File: src/rtl/cp0_reg.sv
// ---------------------------------------------------------------------------
// cp0_reg -- Coprocessor-0 register file for the 5-stage MIPS core.
//
// Holds Count, Compare, Status, Cause, EPC, PRId and Config. The single write
// port comes from the memory/writeback pipeline register (already qualified
// by stall/flush). Exception events from the memory stage update
// Status/Cause/EPC with priority over a same-cycle software write. The
// read port serves mfc0 combinationally from the registered values.
//
// Optional feature macro: CP0_TIMER_EN
//   defined   : Count/Compare timer and timer_int_o are implemented.
//   undefined : Count/Compare read as 0, writes to them are ignored,
//               count_o/compare_o are 0 and timer_int_o is tied low.
//
// Ports
//   clk                  in   clock, rising edge
//   resetn               in   asynchronous active-low reset
//   we/waddr/wdata       in   CP0 write port (mtc0 at writeback)
//   raddr                in   CP0 read register number (mfc0)
//   int_i[5:0]           in   external hardware interrupt lines -> Cause.IP[7:2]
//   excepttype_i[31:0]   in   exception code from memory stage, 0 = none
//   current_inst_addr_i  in   PC of the excepting instruction
//   is_in_delayslot_i    in   excepting instruction sits in a delay slot
//   rdata[31:0]          out  read data for raddr (0 for unmapped)
//   count_o..prid_o      out  current register values
//   timer_int_o          out  timer interrupt pending
// ---------------------------------------------------------------------------
module cp0_reg #(
    parameter logic [31:0] PRID       = 32'h004c0102,
    parameter logic [31:0] CONFIG_RST = 32'h00008000
) (
    input  logic        clk,
    input  logic        resetn,
    input  logic        we,
    input  logic [4:0]  waddr,
    input  logic [31:0] wdata,
    input  logic [4:0]  raddr,
    input  logic [5:0]  int_i,
    input  logic [31:0] excepttype_i,
    input  logic [31:0] current_inst_addr_i,
    input  logic        is_in_delayslot_i,
    output logic [31:0] rdata,
    output logic [31:0] count_o,
    output logic [31:0] compare_o,
    output logic [31:0] status_o,
    output logic [31:0] cause_o,
    output logic [31:0] epc_o,
    output logic [31:0] config_o,
    output logic [31:0] prid_o,
    output logic        timer_int_o
);

    // Register numbers
    localparam logic [4:0] REG_COUNT   = 5'd9;
    localparam logic [4:0] REG_COMPARE = 5'd11;
    localparam logic [4:0] REG_STATUS  = 5'd12;
    localparam logic [4:0] REG_CAUSE   = 5'd13;
    localparam logic [4:0] REG_EPC     = 5'd14;
    localparam logic [4:0] REG_PRID    = 5'd15;
    localparam logic [4:0] REG_CONFIG  = 5'd16;

    // Exception type encodings delivered by the memory stage
    localparam logic [31:0] EXC_INT  = 32'h0000_0001;
    localparam logic [31:0] EXC_SYS  = 32'h0000_0008;
    localparam logic [31:0] EXC_RI   = 32'h0000_000a;
    localparam logic [31:0] EXC_OV   = 32'h0000_000c;
    localparam logic [31:0] EXC_TRAP = 32'h0000_000d;
    localparam logic [31:0] EXC_ERET = 32'h0000_000e;

    localparam logic [31:0] STATUS_RST = 32'h1000_0000;  // CU0 = 1

    logic [31:0] status_q, status_d;
    logic [31:0] cause_q,  cause_d;
    logic [31:0] epc_q,    epc_d;

    logic        exc_take;   // recognised exception that records ExcCode
    logic        exc_eret;   // eret: clears EXL only
    logic [4:0]  exc_code;

    // -----------------------------------------------------------------------
    // Exception decode
    // -----------------------------------------------------------------------
    // NOTE: every signal driven in always_comb gets a default first so that
    // no path leaves it unassigned, which would otherwise infer a latch.
    always_comb begin
        exc_take = 1'b0;
        exc_eret = 1'b0;
        exc_code = 5'd0;
        case (excepttype_i)
            EXC_INT:  begin exc_take = 1'b1; exc_code = 5'd0;  end
            EXC_SYS:  begin exc_take = 1'b1; exc_code = 5'd8;  end
            EXC_RI:   begin exc_take = 1'b1; exc_code = 5'd10; end
            EXC_OV:   begin exc_take = 1'b1; exc_code = 5'd12; end
            EXC_TRAP: begin exc_take = 1'b1; exc_code = 5'd13; end
            EXC_ERET: exc_eret = 1'b1;
            default:  ;  // unknown nonzero codes are ignored
        endcase
    end

    // -----------------------------------------------------------------------
    // Status / Cause / EPC next state
    // -----------------------------------------------------------------------
    always_comb begin
        status_d        = status_q;
        cause_d         = cause_q;
        epc_d           = epc_q;
        // Hardware interrupt pending bits track the pins every cycle.
        cause_d[15:10]  = int_i;

        if (exc_take) begin
            // A nested exception (EXL already set) keeps the original EPC/BD
            // so the handler can still return to the first faulting point.
            if (!status_q[1]) begin
                epc_d       = is_in_delayslot_i ? (current_inst_addr_i - 32'd4)
                                                : current_inst_addr_i;
                cause_d[31] = is_in_delayslot_i;
            end
            status_d[1]    = 1'b1;
            cause_d[6:2]   = exc_code;
        end else if (exc_eret) begin
            status_d[1]    = 1'b0;
        end else if (we) begin
            case (waddr)
                REG_STATUS: status_d = wdata;
                REG_CAUSE: begin
                    // Only IP[1:0] (software interrupts), WP and IV are writable.
                    cause_d[9:8]   = wdata[9:8];
                    cause_d[23:22] = wdata[23:22];
                end
                REG_EPC:    epc_d = wdata;
                default:    ;
            endcase
        end
    end

    // NOTE: sequential state uses non-blocking assignments so every register
    // samples the pre-edge values, independent of statement order.
    always_ff @(posedge clk or negedge resetn) begin
        if (!resetn) begin
            status_q <= STATUS_RST;
            cause_q  <= 32'd0;
            epc_q    <= 32'd0;
        end else begin
            status_q <= status_d;
            cause_q  <= cause_d;
            epc_q    <= epc_d;
        end
    end

    // -----------------------------------------------------------------------
    // Count / Compare timer
    // -----------------------------------------------------------------------
`ifdef CP0_TIMER_EN
    logic [31:0] count_q,   count_d;
    logic [31:0] compare_q, compare_d;
    logic        timer_int_q, timer_int_d;

    always_comb begin
        count_d     = count_q + 32'd1;   // free-running, wraps naturally
        compare_d   = compare_q;
        timer_int_d = timer_int_q;

        if (count_q == compare_q && compare_q != 32'd0) begin
            timer_int_d = 1'b1;
        end
        if (we && waddr == REG_COUNT) begin
            count_d = wdata;
        end
        // A Compare write acknowledges the interrupt and beats a same-cycle match.
        if (we && waddr == REG_COMPARE) begin
            compare_d   = wdata;
            timer_int_d = 1'b0;
        end
    end

    always_ff @(posedge clk or negedge resetn) begin
        if (!resetn) begin
            count_q     <= 32'd0;
            compare_q   <= 32'd0;
            timer_int_q <= 1'b0;
        end else begin
            count_q     <= count_d;
            compare_q   <= compare_d;
            timer_int_q <= timer_int_d;
        end
    end

    assign count_o     = count_q;
    assign compare_o   = compare_q;
    assign timer_int_o = timer_int_q;
`else
    assign count_o     = 32'd0;
    assign compare_o   = 32'd0;
    assign timer_int_o = 1'b0;
`endif

    // -----------------------------------------------------------------------
    // Outputs and mfc0 read port (registered values only, no write bypass)
    // -----------------------------------------------------------------------
    assign status_o = status_q;
    assign cause_o  = cause_q;
    assign epc_o    = epc_q;
    assign config_o = CONFIG_RST;   // Config is read-only here
    assign prid_o   = PRID;

    always_comb begin
        rdata = 32'd0;
        case (raddr)
            REG_COUNT:   rdata = count_o;
            REG_COMPARE: rdata = compare_o;
            REG_STATUS:  rdata = status_q;
            REG_CAUSE:   rdata = cause_q;
            REG_EPC:     rdata = epc_q;
            REG_PRID:    rdata = PRID;
            REG_CONFIG:  rdata = CONFIG_RST;
            default:     rdata = 32'd0;
        endcase
    end

endmodule
File: config.mk
export PLATFORM = sky130hd
export DESIGN_NAME = cp0_reg
export DESIGN_NICKNAME = d
export VERILOG_FILES = /design/src/rtl/cp0_reg.sv
export SDC_FILE = /design/constraint.sdc
export NUM_CORES = 1
export LEC_CHECK = 0
export ABC_CLOCK_PERIOD_IN_PS = 2720
export BUFFER_PORTS_ARGS = -buffer_cell sky130_fd_sc_hd__buf_2
export CAP_MARGIN = 10
export CORE_AREA = 2 2 143 145
export DETAILED_ROUTE_END_ITERATION = 10
export DIE_AREA = 0 0 145 147
export SYNTH_ARGS = -nofsm -noshare
export SYNTH_HDL_FRONTEND = slang
export SYNTH_SLANG_ARGS = --single-unit
File: constraint.sdc
create_clock -name clk -period 2.72 [get_ports clk]
set_input_delay 0.136 -clock clk [delete_from_list [all_inputs] [get_ports clk]]
set_output_delay 0.136 -clock clk [all_outputs]
set_load 0.02 [all_outputs]
==> results_dict.tcl <==
set metrics [dict create \
    outcome "completed" \
    syn_area_um2 5740 \
    crit_start "excepttype_i[12]" \
    drc 0 \
    hold_path.class "in -> reg" \
    wl_per_cell_um 16.7 \
    stdcell_area_um2 7090 \
    setup_viol 0 \
    die_w_um 145 \
    antenna_left 0 \
    routabilityCongestion 0.790 \
    drive_gt1_frac 0.331 \
    pwr-share-clk 0.309 \
    end_kind "register" \
    fp.coreArea_um2 19800 \
    path_cells "buf_2 > nor4_1 > nand3_1 > or2_1 > o21ai_4 > buf_4 > mux2_1" \
    p_per_area_nw_per_um2 591 \
    synthFlopType "dfrtp_1" \
    cp_slowest_stage_delay_ns 0.46 \
    worstHoldStart "wdata[26]" \
    syn_avg_cell_area_um2 9.21 \
    cts_resized 0 \
    cts-root-buf "clkbuf_16" \
    slowest_stage "or2_1" \
    postPlaceCellArea_um2 6690 \
    ys_warn_count 0 \
    p_int_w 0.00259 \
    path_clk_slew_ns 0.06 \
    switching_share 0.382 \
    dp_hpwl_um 14900 \
    start_kind "primary input" \
    slew_headroom 0.531 \
    die_y_um 147 \
    globalRoute.totalOverflow 0 \
    io_buffers 226 \
    hold_viol_final 0 \
    vias 4967 \
    crit_required_ns 2.94 \
    period_share 0.728 \
    tns_ns 0 \
    first_pass_iters 4 \
    stdcell_count 1133 \
    async_flop_share 1.00 \
    grt_pass1_vias 4717 \
    critPathKind "in -> reg" \
    rows 52 \
    io-pin-count 373 \
    post-route-min-period_ns 1.98 \
    antenna_found_initial 0 \
    arrival_ns 2.20 \
    cts.path.max_buffers 2 \
    leakagePower_nw 3.65 \
    comb_power_share 0.314 \
    die-area_um2 21300 \
    htreeDepth 3 \
    cap_violations 0 \
    via_per_inst 4.38 \
    drtIter0Drc 241 \
    switching_power_w 0.00160 \
    worst_pin_slew_ns 0.703 \
    post_cts_buffers 0 \
    initial_utilization 0.289 \
    antennaDiodeCount 0 \
    nets 975 \
    finalCoreUtilization 0.357 \
    cts_buffers 9 \
    fmax_mhz 505 \
    routed_wl_um 18900 \
    clock_sinks 79 \
    fin_skew_ns 0.00818 \
    path_delay_family "simple AND/OR/NAND/NOR gates" \
    synth-edff-count 0 \
    grt_pass1_wl_um 28200 \
    path_buf_inv 2 \
    clk_latency_ns 0.35 \
    grt_max_degree 50 \
    ys_seq_area_frac 0.345 \
    slew_viol_final 0 \
    track_usage 0.174 \
    vdd_drop_max_mv 0.278 \
    synth_cells 623 \
    grt_setup_unrepaired "no" \
    cts_tree "yes" \
    seq_power_share 0.377 \
    reg2reg_from "status_o[1]" \
    placed_cells 1108 \
    crit_fanout 15 \
    area_growth_pct 23.6 \
    synth.distinct_cells 60 \
    ys_ff_latch 79 \
    ctsHoldBuffers 9 \
]
routing by layer:
metal	wire length (µm)	vias up	part of all wire	global-route usage
li1	-	2357	-	-
met1	8250	2385	0.44	0.229
met2	9060	210	0.48	0.284
met3	1390	15	0.073	0.0481
met4	231	0	0.012	0.0406
met5	0	-	0	0
placed cells by master (no fill, tap or decap), types with 2 or more instances in the layout:
cell type,n
conb_1,146
o21ai_0,8
o31ai_1,2
o32ai_2,2
nor2b_1,3
a21oi_1,23
nor4_1,13
buf_4,17
or2_2,3
or3_1,4
xor2_1,10
nand2_1,22
mux2i_1,27
o31a_1,2
dlygate4sd3_1,9
a221o_1,7
nand3_1,5
inv_1,11
nor4_2,5
nand4_1,3
dfrtp_1,78
buf_2,225
o22ai_1,7
clkinvlp_4,3
a211oi_1,14
o221ai_1,3
nand2b_1,3
clkinv_4,2
or4_1,2
clkbuf_16,9
nor2_1,72
mux2_2,7
nor3_1,31
nor3b_1,3
and3_1,6
a21o_1,2
mux2_1,30
xnor2_1,17
o21a_1,2
logic make-up (layout without fill, tap and decap cells):
kind of cell,after synthesis,in the layout,synth area share
compound gates,81,81,0.102
xor+xnor,27,27,0.0412
fa+ha+maj,1,1,0.00218
buf+inv,183,279,0.220
flops,79,79,0.345
mux,64,64,0.120
other cells,2,146,0.00131
simple gates,186,186,0.168
path summary, 6_finish.rpt:
kind,end,slack (ns),cells after the start
setup / recovery,status_o[7],0.74,7
hold / removal,status_o[26],0.01,2
setup reg to reg,epc_o[26],0.90,4
hold reg to reg,status_o[9],0.51,1
max in group asynchronous,status_o[28],1.63,3
min in group asynchronous,status_o[5],0.39,2
flip-flops by register name, summed over array words and instances (netlist names):
| name | count |
|---|---|
| epc_o | 32 |
| status_o | 32 |
| cause_o | 15 |
worst register-to-register path, cell delays in order (launching register included):
cell and delay [ns]:
dfrtp_1 0.46, or4_1 0.55, buf_4 0.23, and3_1 0.20, a221o_1 0.26
cell usage after synthesis, drive strengths merged (2+ instances only):
| master | instances | area share |
|---|---|---|
| or4 | 2 | 0.0026 |
| nor3b | 3 | 0.0039 |
| nand2b | 3 | 0.0033 |
| nor2b | 3 | 0.0033 |
| mux2 | 37 | 0.073 |
| a21o | 2 | 0.0026 |
| o21ai | 9 | 0.0085 |
| or3 | 4 | 0.0044 |
| nand2 | 22 | 0.014 |
| o31a | 2 | 0.0031 |
| nor2 | 72 | 0.047 |
| nand3 | 5 | 0.0044 |
| nor4b | 2 | 0.0068 |
| o21a | 2 | 0.0026 |
| inv | 11 | 0.0072 |
| conb | 2 | 0.0013 |
| o221ai | 3 | 0.0046 |
| or2 | 4 | 0.0044 |
| a21oi | 23 | 0.020 |
| a221o | 7 | 0.012 |
| o22ai | 7 | 0.0076 |
| nor3 | 32 | 0.029 |
| o32ai | 2 | 0.0057 |
| xor2 | 10 | 0.015 |
| xnor2 | 17 | 0.026 |
| a211oi | 15 | 0.021 |
| nor4 | 18 | 0.024 |
| and3 | 6 | 0.0065 |
| dfrtp | 78 | 0.34 |
| nand4 | 4 | 0.0055 |
| buf | 159 | 0.20 |
| mux2i | 27 | 0.047 |
| o31ai | 3 | 0.0048 |
| clkbuf | 13 | 0.0085 |
power by group through the flow:
stage | Combinational (W) | Clock (W) | Sequential [W]
after floorplan | 0.000716 | 0 | 0.00182
after CTS | 0.00133 | 0.00133 | 0.00158
after global routing | 0.00142 | 0.00138 | 0.00162
after global placement | 0.00130 | 0 | 0.00160
final | 0.00132 | 0.00129 | 0.00158
after detailed placement | 0.00131 | 0 | 0.00160
metrics by stage:
step           total power [W]  setup slack (ns)  hold slack [ns]
3_3_place_gp           0.00290             0.421            0.239
6_report               0.00419             0.740           0.0127
5_1_grt                0.00442             0.579          0.00713
3_5_place_dp           0.00292             0.353            0.245
2_1_floorplan          0.00254             0.826           -0.160
4_1_cts                0.00424             0.718          0.00346
final cells by class:
class / instances / area (µm²)
inverters: 11 / 41.3
multi-input cells: 505 / 3060
clock buffers: 10 / 239
fillers: 2119 / 12800
clock inverters: 6 / 70.1
well taps: 270 / 338
flip-flops and latches: 79 / 1980
repair buffers: 252 / 1360
(Power assumes the default switching activity.)
